$ cat src/rtl/traffic_phase_scheduler_pkg.sv
// Shared types and default timing for the intersection phase scheduler.
package traffic_pkg;

  typedef enum logic [2:0] {
    NS_GREEN  = 3'd0,
    NS_YELLOW = 3'd1,
    ALL_RED1  = 3'd2,
    EW_GREEN  = 3'd3,
    EW_YELLOW = 3'd4,
    ALL_RED2  = 3'd5,
    PED_WALK  = 3'd6
  } phase_t;

  typedef enum logic {NS = 1'b0, EW = 1'b1} dir_t;
  typedef enum logic {A = 1'b0, B = 1'b1} ped_t;

  typedef struct packed {
    logic ns_r;
    logic ns_g;
    logic ew_r;
    logic ew_g;
    logic walk_a;
    logic walk_b;
  } lamps_t;

  localparam int DEF_TICK_DIV  = 100000000;
  localparam int DEF_G_TIME    = 30;
  localparam int DEF_G_MIN     = 2;
  localparam int DEF_G_MAX     = 60;
  localparam int DEF_STEP      = 2;
  localparam int DEF_Y_TIME    = 3;
  localparam int DEF_AR_TIME   = 2;
  localparam int DEF_WALK_TIME = 6;

  localparam lamps_t LAMPS_RST = '{ns_r: 1'b0, ns_g: 1'b1, ew_r: 1'b1, ew_g: 1'b0,
                                   walk_a: 1'b0, walk_b: 1'b0};

  // Yellow is shown as red+green on the RGB heads.
  function automatic lamps_t lamps_for(phase_t ph, ped_t grant);
    lamps_t l;
    l = '{ns_r: 1'b1, ns_g: 1'b0, ew_r: 1'b1, ew_g: 1'b0, walk_a: 1'b0, walk_b: 1'b0};
    case (ph)
      NS_GREEN:  begin l.ns_r = 1'b0; l.ns_g = 1'b1; end
      NS_YELLOW: l.ns_g = 1'b1;
      EW_GREEN:  begin l.ew_r = 1'b0; l.ew_g = 1'b1; end
      EW_YELLOW: l.ew_g = 1'b1;
      PED_WALK:  begin l.walk_a = (grant == A); l.walk_b = (grant == B); end
      default:   ;
    endcase
    return l;
  endfunction

endpackage

$ cat src/rtl/traffic_phase_scheduler_if.sv
// Button inputs and lamp/status outputs of the phase scheduler.
interface traffic_phase_scheduler_if;
  logic [3:0] btn;
  logic       ns_r;
  logic       ns_g;
  logic       ew_r;
  logic       ew_g;
  logic       walk_a;
  logic       walk_b;
  logic [2:0] phase;
  logic [7:0] remain;
  logic [3:0] led;

  modport master (output btn,
                  input  ns_r, ns_g, ew_r, ew_g, walk_a, walk_b, phase, remain, led);
  modport slave  (input  btn,
                  output ns_r, ns_g, ew_r, ew_g, walk_a, walk_b, phase, remain, led);
endinterface

$ cat src/rtl/traffic_phase_scheduler_tick_prescaler.sv
// Free-running divider producing a one-cycle tick every TICK_DIV clocks.
module tick_prescaler #(
  parameter int TICK_DIV = 100000000
) (
  input  logic clk,
  input  logic rst,
  output logic tick
);
  localparam int W = (TICK_DIV > 1) ? $clog2(TICK_DIV) : 1;

  logic [W-1:0] cnt_q;

  assign tick = (cnt_q == W'(TICK_DIV - 1));

  always_ff @(posedge clk or posedge rst) begin
    if (rst)       cnt_q <= '0;
    else if (tick) cnt_q <= '0;
    else           cnt_q <= cnt_q + W'(1);
  end
endmodule

$ cat src/rtl/traffic_phase_scheduler.sv
// Two-road intersection sequencer with pedestrian walk arbitration and
// button-adjustable green time.
module traffic_phase_scheduler
  import traffic_pkg::*;
#(
  parameter int TICK_DIV  = DEF_TICK_DIV,
  parameter int G_DEF     = DEF_G_TIME,
  parameter int G_MIN     = DEF_G_MIN,
  parameter int G_MAX     = DEF_G_MAX,
  parameter int STEP      = DEF_STEP,
  parameter int Y_TIME    = DEF_Y_TIME,
  parameter int AR_TIME   = DEF_AR_TIME,
  parameter int WALK_TIME = DEF_WALK_TIME
) (
  input  logic                       clk,
  input  logic                       rst,
  traffic_phase_scheduler_if.slave   bus
);
  localparam logic signed [8:0] STEP_S  = 9'(STEP);
  localparam logic signed [8:0] G_MAX_S = 9'(G_MAX);
  localparam logic signed [8:0] G_MIN_S = 9'(G_MIN);

  logic tick;

  phase_t     state_q, state_d;
  logic [7:0] remain_q, remain_d;
  logic [7:0] g_time_q, g_time_d;
  logic       pend_a_q, pend_a_d, pend_b_q, pend_b_d;
  logic       clr_a, clr_b;
  ped_t       rr_q, rr_d, grant_q, grant_d;
  dir_t       next_dir_q, next_dir_d;
  logic [3:0] btn_q;
  logic [3:0] rise;
  lamps_t     lamps_q, lamps_d;
  logic signed [8:0] g_up, g_dn;

  tick_prescaler #(.TICK_DIV(TICK_DIV)) u_prescaler (
    .clk  (clk),
    .rst  (rst),
    .tick (tick)
  );

  assign rise = bus.btn & ~btn_q;

  always_ff @(posedge clk or posedge rst) begin
    if (rst) begin
      state_q    <= NS_GREEN;
      remain_q   <= 8'(G_DEF);
      g_time_q   <= 8'(G_DEF);
      pend_a_q   <= 1'b0;
      pend_b_q   <= 1'b0;
      rr_q       <= A;
      grant_q    <= A;
      next_dir_q <= EW;
      btn_q      <= '0;
      lamps_q    <= LAMPS_RST;
    end else begin
      state_q    <= state_d;
      remain_q   <= remain_d;
      g_time_q   <= g_time_d;
      pend_a_q   <= pend_a_d;
      pend_b_q   <= pend_b_d;
      rr_q       <= rr_d;
      grant_q    <= grant_d;
      next_dir_q <= next_dir_d;
      btn_q      <= bus.btn;
      lamps_q    <= lamps_d;
    end
  end

  always_comb begin
    g_up     = $signed({1'b0, g_time_q}) + STEP_S;
    g_dn     = $signed({1'b0, g_time_q}) - STEP_S;
    g_time_d = g_time_q;
    if (rise[3] && !rise[2])
      g_time_d = (g_up > G_MAX_S) ? G_MAX_S[7:0] : g_up[7:0];
    else if (rise[2] && !rise[3])
      g_time_d = (g_dn < G_MIN_S) ? G_MIN_S[7:0] : g_dn[7:0];
  end

  always_comb begin
    state_d    = state_q;
    remain_d   = remain_q;
    rr_d       = rr_q;
    grant_d    = grant_q;
    next_dir_d = next_dir_q;
    clr_a      = 1'b0;
    clr_b      = 1'b0;
    if (tick) begin
      if (remain_q > 8'd1) begin
        remain_d = remain_q - 8'd1;
      end else begin
        case (state_q)
          NS_GREEN:  begin state_d = NS_YELLOW; remain_d = 8'(Y_TIME); end
          NS_YELLOW: begin state_d = ALL_RED1; remain_d = 8'(AR_TIME); next_dir_d = EW; end
          EW_GREEN:  begin state_d = EW_YELLOW; remain_d = 8'(Y_TIME); end
          EW_YELLOW: begin state_d = ALL_RED2; remain_d = 8'(AR_TIME); next_dir_d = NS; end
          ALL_RED1, ALL_RED2: begin
            // Round-robin pointer always moves past whoever was just served.
            if (pend_a_q && (!pend_b_q || rr_q == A)) begin
              state_d = PED_WALK; remain_d = 8'(WALK_TIME);
              grant_d = A; rr_d = B; clr_a = 1'b1;
            end else if (pend_b_q) begin
              state_d = PED_WALK; remain_d = 8'(WALK_TIME);
              grant_d = B; rr_d = A; clr_b = 1'b1;
            end else begin
              state_d  = (next_dir_q == EW) ? EW_GREEN : NS_GREEN;
              remain_d = g_time_q;
            end
          end
          PED_WALK: begin
            state_d  = (next_dir_q == EW) ? EW_GREEN : NS_GREEN;
            remain_d = g_time_q;
          end
          default: begin state_d = NS_GREEN; remain_d = g_time_q; end
        endcase
      end
    end
  end

  // Requests arriving while their own walk lamp is lit are dropped.
  assign pend_a_d = clr_a ? 1'b0 : (pend_a_q | (rise[0] & ~lamps_q.walk_a));
  assign pend_b_d = clr_b ? 1'b0 : (pend_b_q | (rise[1] & ~lamps_q.walk_b));
  assign lamps_d  = lamps_for(state_d, grant_d);

  assign bus.ns_r   = lamps_q.ns_r;
  assign bus.ns_g   = lamps_q.ns_g;
  assign bus.ew_r   = lamps_q.ew_r;
  assign bus.ew_g   = lamps_q.ew_g;
  assign bus.walk_a = lamps_q.walk_a;
  assign bus.walk_b = lamps_q.walk_b;
  assign bus.phase  = state_q;
  assign bus.remain = remain_q;
  assign bus.led    = (remain_q > 8'd15) ? 4'hF : remain_q[3:0];

endmodule
$ cat src/flat_wrapper.sv
// flat-port wrapper written by rule: the top's interface ports become plain ports
module traffic_phase_scheduler_flat import traffic_pkg::*;
#(
  parameter int TICK_DIV  = DEF_TICK_DIV,
  parameter int G_DEF     = DEF_G_TIME,
  parameter int G_MIN     = DEF_G_MIN,
  parameter int G_MAX     = DEF_G_MAX,
  parameter int STEP      = DEF_STEP,
  parameter int Y_TIME    = DEF_Y_TIME,
  parameter int AR_TIME   = DEF_AR_TIME,
  parameter int WALK_TIME = DEF_WALK_TIME
)
  (clk, rst, bus_btn, bus_ns_r, bus_ns_g, bus_ew_r, bus_ew_g, bus_walk_a, bus_walk_b, bus_phase, bus_remain, bus_led);
  traffic_phase_scheduler_if bus_i ();
  input  logic clk;
  input  logic rst;
  input wire logic [$bits(bus_i.btn)-1:0] bus_btn;
  output wire logic [$bits(bus_i.ns_r)-1:0] bus_ns_r;
  output wire logic [$bits(bus_i.ns_g)-1:0] bus_ns_g;
  output wire logic [$bits(bus_i.ew_r)-1:0] bus_ew_r;
  output wire logic [$bits(bus_i.ew_g)-1:0] bus_ew_g;
  output wire logic [$bits(bus_i.walk_a)-1:0] bus_walk_a;
  output wire logic [$bits(bus_i.walk_b)-1:0] bus_walk_b;
  output wire logic [$bits(bus_i.phase)-1:0] bus_phase;
  output wire logic [$bits(bus_i.remain)-1:0] bus_remain;
  output wire logic [$bits(bus_i.led)-1:0] bus_led;
  assign bus_i.btn = bus_btn;
  assign bus_ns_r = bus_i.ns_r;
  assign bus_ns_g = bus_i.ns_g;
  assign bus_ew_r = bus_i.ew_r;
  assign bus_ew_g = bus_i.ew_g;
  assign bus_walk_a = bus_i.walk_a;
  assign bus_walk_b = bus_i.walk_b;
  assign bus_phase = bus_i.phase;
  assign bus_remain = bus_i.remain;
  assign bus_led = bus_i.led;
  traffic_phase_scheduler #(.TICK_DIV(TICK_DIV), .G_DEF(G_DEF), .G_MIN(G_MIN), .G_MAX(G_MAX), .STEP(STEP), .Y_TIME(Y_TIME), .AR_TIME(AR_TIME), .WALK_TIME(WALK_TIME)) u_core (.clk(clk), .rst(rst), .bus(bus_i));
endmodule
$ cat config.mk
export PLATFORM = sky130hd
export DESIGN_NAME = traffic_phase_scheduler_flat
export DESIGN_NICKNAME = d
export VERILOG_FILES = /design/src/rtl/traffic_phase_scheduler_pkg.sv /design/src/rtl/traffic_phase_scheduler_if.sv /design/src/rtl/traffic_phase_scheduler_tick_prescaler.sv /design/src/rtl/traffic_phase_scheduler.sv /design/src/flat_wrapper.sv
export SDC_FILE = /design/constraint.sdc
export NUM_CORES = 1
export LEC_CHECK = 0
export CORE_MARGIN = 5
export CORE_UTILIZATION = 31
export DETAILED_ROUTE_END_ITERATION = 6
export SYNTH_ARGS = -nofsm -noshare
export SYNTH_HDL_FRONTEND = slang
export SYNTH_SLANG_ARGS = --single-unit
export TNS_END_PERCENT = 30
$ cat constraint.sdc
create_clock -name clk -period 2.27 [get_ports clk]
set_input_delay 0.5675 -clock clk [delete_from_list [all_inputs] [get_ports clk]]
set_output_delay 0.5675 -clock clk [all_outputs]
set_load 0.1 [all_outputs]
==> flow_summary.json, run 1 <==
{
  "worst-path-max-fanout": 4,
  "setup_viol": 0,
  "worst-endpoint-required_ns": 2.51,
  "setup_tns_ns": 0,
  "synth_warnings": 0,
  "synth_top_cells_by_count": "dfrtp_1, nand2_1, nor2_1, o21ai_0, a21oi_1",
  "drt_pre_antenna_iters": 5,
  "grt_max_degree": 52,
  "clkTransAtPathRegs_ns": 0.05,
  "cellLeakagePower_nw": 1.906,
  "htree_levels": 3,
  "fmaxAchievable_mhz": 471.9,
  "yosysTopAreaCellShare_pct": 33.62,
  "worst_hold_path.num_cells": 1,
  "detailedRoute.firstIterationViolations": 250,
  "cts_tree": "yes",
  "timing_max_transition_violations_final": 0,
  "ant_nets": 0,
  "dp_hpwl_mm": 6.604,
  "clock-skew-final_ns": 0.006087,
  "hold_class": "flip-flop to flip-flop",
  "grt-ovfl-total": 0,
  "synth_nets": 422,
  "primary_flip_flop_cell_chosen_by_synthesis_mapping": "dfrtp_1",
  "synth-async-reset-ratio_pct": 100.0,
  "vias_per_cell": 5.320,
  "post-route-min-period_ns": 2.119,
  "critical_path.endpoint_type": "flip-flop",
  "detail_route.wl_per_cell_um": 15.34,
  "ff2ff_path_depth": 5,
  "drv_cap": 0,
  "die-height_um": 118.5,
  "floorplan.die_area_sq_um": 14040,
  "timing_worst_slew_pin_value_ns": 0.5122,
  "clock_tree.buffer_depth": 2,
  "share_of_the_clock_period_used_by_the_worst_path_after_layout_pct": 93.35,
  "vias_after_detailed_routing": 3229,
  "floorplan.initialDensity_pct": 31.81,
  "slew_hr_pct": 65.54,
  "gp_routability_congestion": 0.8920,
  "postSynthCellCount": 408,
  "worst_skew_pair.late_latency_ns": 0.33,
  "final_layout_size_suffix_gt1_share_pct": 23.49,
  "powerDensity_nw_per_um2": 720.5,
  "yosys_register_bits": 60,
  "die_w_um": 118.5,
  "yosys.area.top_type": "dfrtp_1",
  "final_setup_margin_ns": 0.1509,
  "synth.distinct_cells": 64,
  "cts_buffers": 9,
  "postLayoutCoreUtil_pct": 41.04,
  "synth.most_common_cell": "dfrtp_1",
  "detail_route.drc_violations": 0,
  "floorplan.core_area_sq_um": 11470,
  "nNetsFinal": 473,
  "grt_pass1_wl_mm": 15.81,
  "clock-root-buffer": "clkbuf_16",
  "global_route.usage.total_pct": 13.75,
  "design.portCount": 27,
  "arrival_ns": 2.36,
  "cts_sinks": 60,
  "synth-edff-count": 0,
  "worstSetupPathType": "flip-flop to flip-flop",
  "unrepaired_setup_endpoints_after_global_routing": "false",
  "place_ws_ns": -0.009851,
  "num_antenna_cells": 0,
  "antenna_violations_before_repair": 0,
  "yosys-top-cells-area": "dfrtp_1, dfstp_2, o21ai_0",
  "syn-mean-instance-area_sq_um": 8.939,
  "wl_mm": 9.311,
  "yosysSeqAreaShare_pct": 41.54,
  "startpoint_type_of_the_worst_setup_path": "flip-flop",
  "layout-area-overhead-vs-synth_pct": 29.02,
  "floorplan.rows": 39,
  "outcome": "completed",
  "hold_viol_final": 0,
  "syn_area_sq_um": 3647,
  "grt_pass1_vias": 3225,
  "port_buffers": 26,
  "vdd.ir_drop.worst_v": 0.0005804,
  "post_cts.repair.setup_buffers": 0
}
## kinds of logic after synthesis
| group | synth area share [%] |
|---|---|
| mux | 1.098 |
| buf+inv | 3.568 |
| flops | 41.54 |
| fa+ha+maj | 2.745 |
| simple gates | 27.14 |
| xor+xnor | 5.523 |
| compound gates | 18.39 |
## repair_timing
item,4_1_cts,5_1_grt
gates resized for setup,0,3
endpoints found under the setup margin,0,9
hold buffers,0,0
## metal layers
metal	global-route usage, %	vias to the layer above	wire length (um)
met4	4.323	0	87
li1	-	1589	-
met3	4.776	4	501
met2	21.91	78	4491
met5	0	-	0
met1	17.60	1558	4229
## registers in the layout, indices dropped and copies added, names as in the netlist
signal and count:
u_core.g_time_q 7, u_core.rr_q 1, u_core.bus.ns_r 1, u_core.bus.ew_g 1
u_core.bus.ew_r 1, u_core.bus.walk_a 1, u_core.bus.phase 3, u_core.bus.walk_b 1
u_core.pend_b_q 1, u_core.next_dir_q 1, u_core.u_prescaler.cnt_q 27, u_core.btn_q 4
u_core.bus.remain 8, u_core.grant_q 1, u_core.bus.ns_g 1, u_core.pend_a_q 1
## stage by stage
stage	hold slack, ns	instance area, sq um	power [mW]	cells
6_report	0.4784	4706	3.390	607
5_1_grt	0.5003	4706	3.564	607
4_1_cts	0.4832	4697	3.424	607
3_5_place_dp	0.4763	4400	2.035	591
3_3_place_gp	0.4645	4400	2.017	591
2_1_floorplan	0.4457	3690	1.763	408
## final timing paths
check / from / end / slack (ns)
min: u_core.rr_q / u_core.rr_q / 0.48
max: u_core.u_prescaler.cnt_q[8] / u_core.bus.ew_g / 0.15
max in group asynchronous: rst / u_core.bus.remain[2] / 1.16
min in group asynchronous: rst / u_core.btn_q[3] / 0.50
max reg2reg: u_core.u_prescaler.cnt_q[8] / u_core.bus.ew_g / 0.15
min reg2reg: u_core.rr_q / u_core.rr_q / 0.48
## worst max-delay path, stage by stage, from the launching register on
cell	delay (ns)
dfrtp_1	0.38
or4_4	0.56
or4_4	0.55
nor4_4	0.22
a31oi_1	0.15
o31ai_2	0.17
## placed cells by master, fill, tap and decap left out, types with 9 or more instances in the layout
| master | netlist | routed |
|---|---|---|
| a21oi_1 | 22 | 22 |
| buf_12 | 0 | 12 |
| buf_4 | 0 | 43 |
| clkbuf_16 | 0 | 9 |
| dfrtp_1 | 49 | 43 |
| dfstp_2 | 11 | 10 |
| inv_1 | 14 | 11 |
| nand2_1 | 38 | 38 |
| nand3_1 | 19 | 19 |
| nor2_1 | 36 | 36 |
| nor2b_1 | 10 | 10 |
| nor3_1 | 10 | 9 |
| o21ai_0 | 32 | 32 |
| xnor2_1 | 11 | 11 |
| xor2_1 | 12 | 12 |
## cell type report
class	count	area, sq um
multi-input cells	314	2036
inverters	14	55.05
flip-flops and latches	60	1526
clock inverters	4	50.05
fillers	1100	6761
repair buffers	60	613.1
clock buffers	12	246.5
well taps	143	178.9
## power by group
part           internal [mW]  switching [mW]
Sequential              1.16           0.130
Clock                  0.878           0.490
Combinational          0.343           0.392
Total                   2.38            1.01
No activity file was read; power rests on OpenSTA's default activity.
==> run 2: changes to the inputs <==
==> constraint.sdc (replaced) <==
create_clock -name clk -period 2.27 [get_ports clk]
set_input_delay 0.3405 -clock clk [delete_from_list [all_inputs] [get_ports clk]]
set_output_delay 0.3405 -clock clk [all_outputs]
set_load 0.1 [all_outputs]
==> run 2 against run 1 <==
Compared with the run above:
- cell area down 2.7%
- utilization down 1.1 points
- sequential share of layout area up 0.89 points
- critical path type unchanged
- cell count down 0.16%
- flip-flop and latch count unchanged
- worst setup slack worse by 0.030 ns
- register-to-register slack worse by 0.03 ns
- largest power group unchanged
- count of clock-buffer cells in the layout up 1
==> flow_summary.json, run 2 (same netlist as run 1, synthesis figures left out) <==
{
  "ff2ff_path_depth": 5,
  "p_total_mw": 3.441,
  "gp_routability_congestion": 0.8737,
  "detail_route.drc_violations": 0,
  "num_antenna_cells": 0,
  "reg2reg_to": "u_core.bus.walk_b",
  "timing_worst_slew_pin_value_ns": 0.5193,
  "grt_pass1_wl_mm": 15.61,
  "global_route.usage.total_pct": 13.52,
  "clock_tree.buffer_depth": 2,
  "vdd.ir_drop.worst_v": 0.0008290,
  "clock-root-buffer": "clkbuf_16",
  "ant_nets": 0,
  "grt_pass1_vias": 3119,
  "worst_skew_pair.late_latency_ns": 0.33,
  "worst_setup_path_startpoint": "u_core.u_prescaler.cnt_q[8]",
  "switching_share_pct": 29.20,
  "detailedRoute.firstIterationViolations": 236,
  "worst-path-max-fanout": 4,
  "drv_cap": 0,
  "antenna_violations_before_repair": 0,
  "detailroute.wirelength.met2_mm": 4.403,
  "cts_sinks": 60,
  "unrepaired_setup_endpoints_after_global_routing": "true",
  "highest_layer": "met4",
  "sequentialPowerShare_pct": 37.0,
  "floorplan.rows": 39,
  "slew_hr_pct": 65.06,
  "dp_hpwl_mm": 6.683,
  "floorplan.core_area_sq_um": 11470,
  "clkTransAtPathRegs_ns": 0.06,
  "hold_class": "input port to async pin",
  "outcome": "completed",
  "post-route-min-period_ns": 2.149,
  "largest_register_ff_count": 27,
  "detail_route.wl_per_cell_um": 15.12,
  "design.portCount": 27,
  "ff2ff_setup_slack_ns": 0.12,
  "floorplan.initialDensity_pct": 31.81,
  "htree_levels": 3,
  "die_w_um": 118.5,
  "grt-ovfl-total": 0,
  "layout.cells.most_common": "buf_4",
  "vias_per_cell": 5.343,
  "post_cts_hold_fix_bufs": 0,
  "layout-area-overhead-vs-synth_pct": 25.59,
  "timing_max_transition_violations_final": 0,
  "routed-wl-met3_um": 406,
  "post_cts.repair.setup_buffers": 0,
  "worst-endpoint-required_ns": 2.45,
  "hold_ws_ns": 0.2506,
  "powerDensity_nw_per_um2": 751.2,
  "fmaxAchievable_mhz": 465.3,
  "power_switching_mw": 1.005,
  "post-place-cells": 590,
  "timing.rr.start": "u_core.u_prescaler.cnt_q[8]",
  "drt_pre_antenna_iters": 5,
  "largest_register": "u_core.u_prescaler.cnt_q",
  "cts_tree": "yes",
  "wl_mm": 9.165,
  "most-common-layout-cells": "buf_4, dfrtp_1, nand2_1, nor2_1, o21ai_0",
  "share_of_the_clock_period_used_by_the_worst_path_after_layout_pct": 94.67,
  "clock-skew-final_ns": 0.009514,
  "comb_power_share_pct": 21.9,
  "cellLeakagePower_nw": 1.881,
  "port_buffers": 26,
  "setup.worst_path.end": "u_core.bus.walk_b",
  "startpoint_type_of_the_worst_setup_path": "flip-flop",
  "worstSetupPathType": "flip-flop to flip-flop",
  "final_layout_size_suffix_gt1_share_pct": 23.54,
  "critical_path.endpoint_type": "flip-flop",
  "place_ws_ns": 0.002767,
  "hold_viol_final": 0,
  "arrival_ns": 2.33,
  "clockPowerShare_pct": 41.1,
  "setup_tns_ns": 0,
  "cts_buffers": 9,
  "layoutNonFillerInstCount": 606,
  "vias_after_detailed_routing": 3238,
  "nNetsFinal": 472,
  "grt_max_degree": 35,
  "setup_viol": 0,
  "floorplan.die_area_sq_um": 14040,
  "internal_power_mw": 2.436,
  "final_setup_margin_ns": 0.1211,
  "routedLengthMet1_mm": 4.231,
  "die-height_um": 118.5
}
-- run 2: cell count changes in the layout (fill, tap and decap cells not counted) --
cell      before  now
buf_12        12    1
buf_4         43   53
clkbuf_1       2    1
clkbuf_8       1    3
clkinv_2       1    0
nor3_1         9   10
nor3_2         2    1
nor4_1         8    7
nor4_2         0    1
-- run 2: layer usage --
metal  up-vias  track usage [%]
li1       1587                -
met1      1580            17.63
met2        61            22.01
met3        10            3.486
met4         0            4.323
met5         -                0
-- run 2: worst min path at each step --
stage               cells after the start         from  slack, ns         endpoint
floorplan                               0   bus_btn[0]       0.37  u_core.btn_q[0]
detailed placement                      1  u_core.rr_q       0.47      u_core.rr_q
finish                                  2          rst       0.25  u_core.btn_q[2]
global placement                        1  u_core.rr_q       0.46      u_core.rr_q
global route                            2          rst       0.26  u_core.btn_q[2]
CTS                                     2          rst       0.25  u_core.btn_q[2]
-- run 2: power groups by stage --
stage	Clock [mW]	Combinational [mW]	Sequential (mW)
finish	1.41	0.754	1.27
global route	1.51	0.852	1.28
CTS	1.45	0.752	1.27
detailed placement	0	0.747	1.29
global placement	0	0.726	1.28
floorplan	0	0.546	1.22
-- run 2: area by class of cell --
class,count,area [sq um]
clock inverters,3,45.04
fillers,1124,6887
repair buffers,59,467.9
flip-flops and latches,60,1526
multi-input cells,314,2037
inverters,14,55.05
well taps,143,178.9
clock buffers,13,270.3
-- run 2: through the flow --
step           instance area [sq um]  utilization (%)
5_1_grt                         4581            39.95
3_3_place_gp                    4255            37.11
6_report                        4581            39.95
4_1_cts                         4571            39.86
3_5_place_dp                    4255            37.11
2_1_floorplan                   3690                -
-- run 2: worst max-delay path, stage by stage (launching register included) --
cell      delay, ns
dfrtp_1        0.39
or4_4          0.56
or4_4          0.55
nor4_4         0.26
a21oi_2        0.11
a21boi_0       0.14
-- run 2: timing repair --
| action | in CTS | in global routing |
|---|---|---|
| hold endpoints to repair | 0 | 0 |
| pin swaps | 1 | 1 |
| endpoints found under the setup margin | 1 | 5 |
| resized for setup | 1 | 2 |
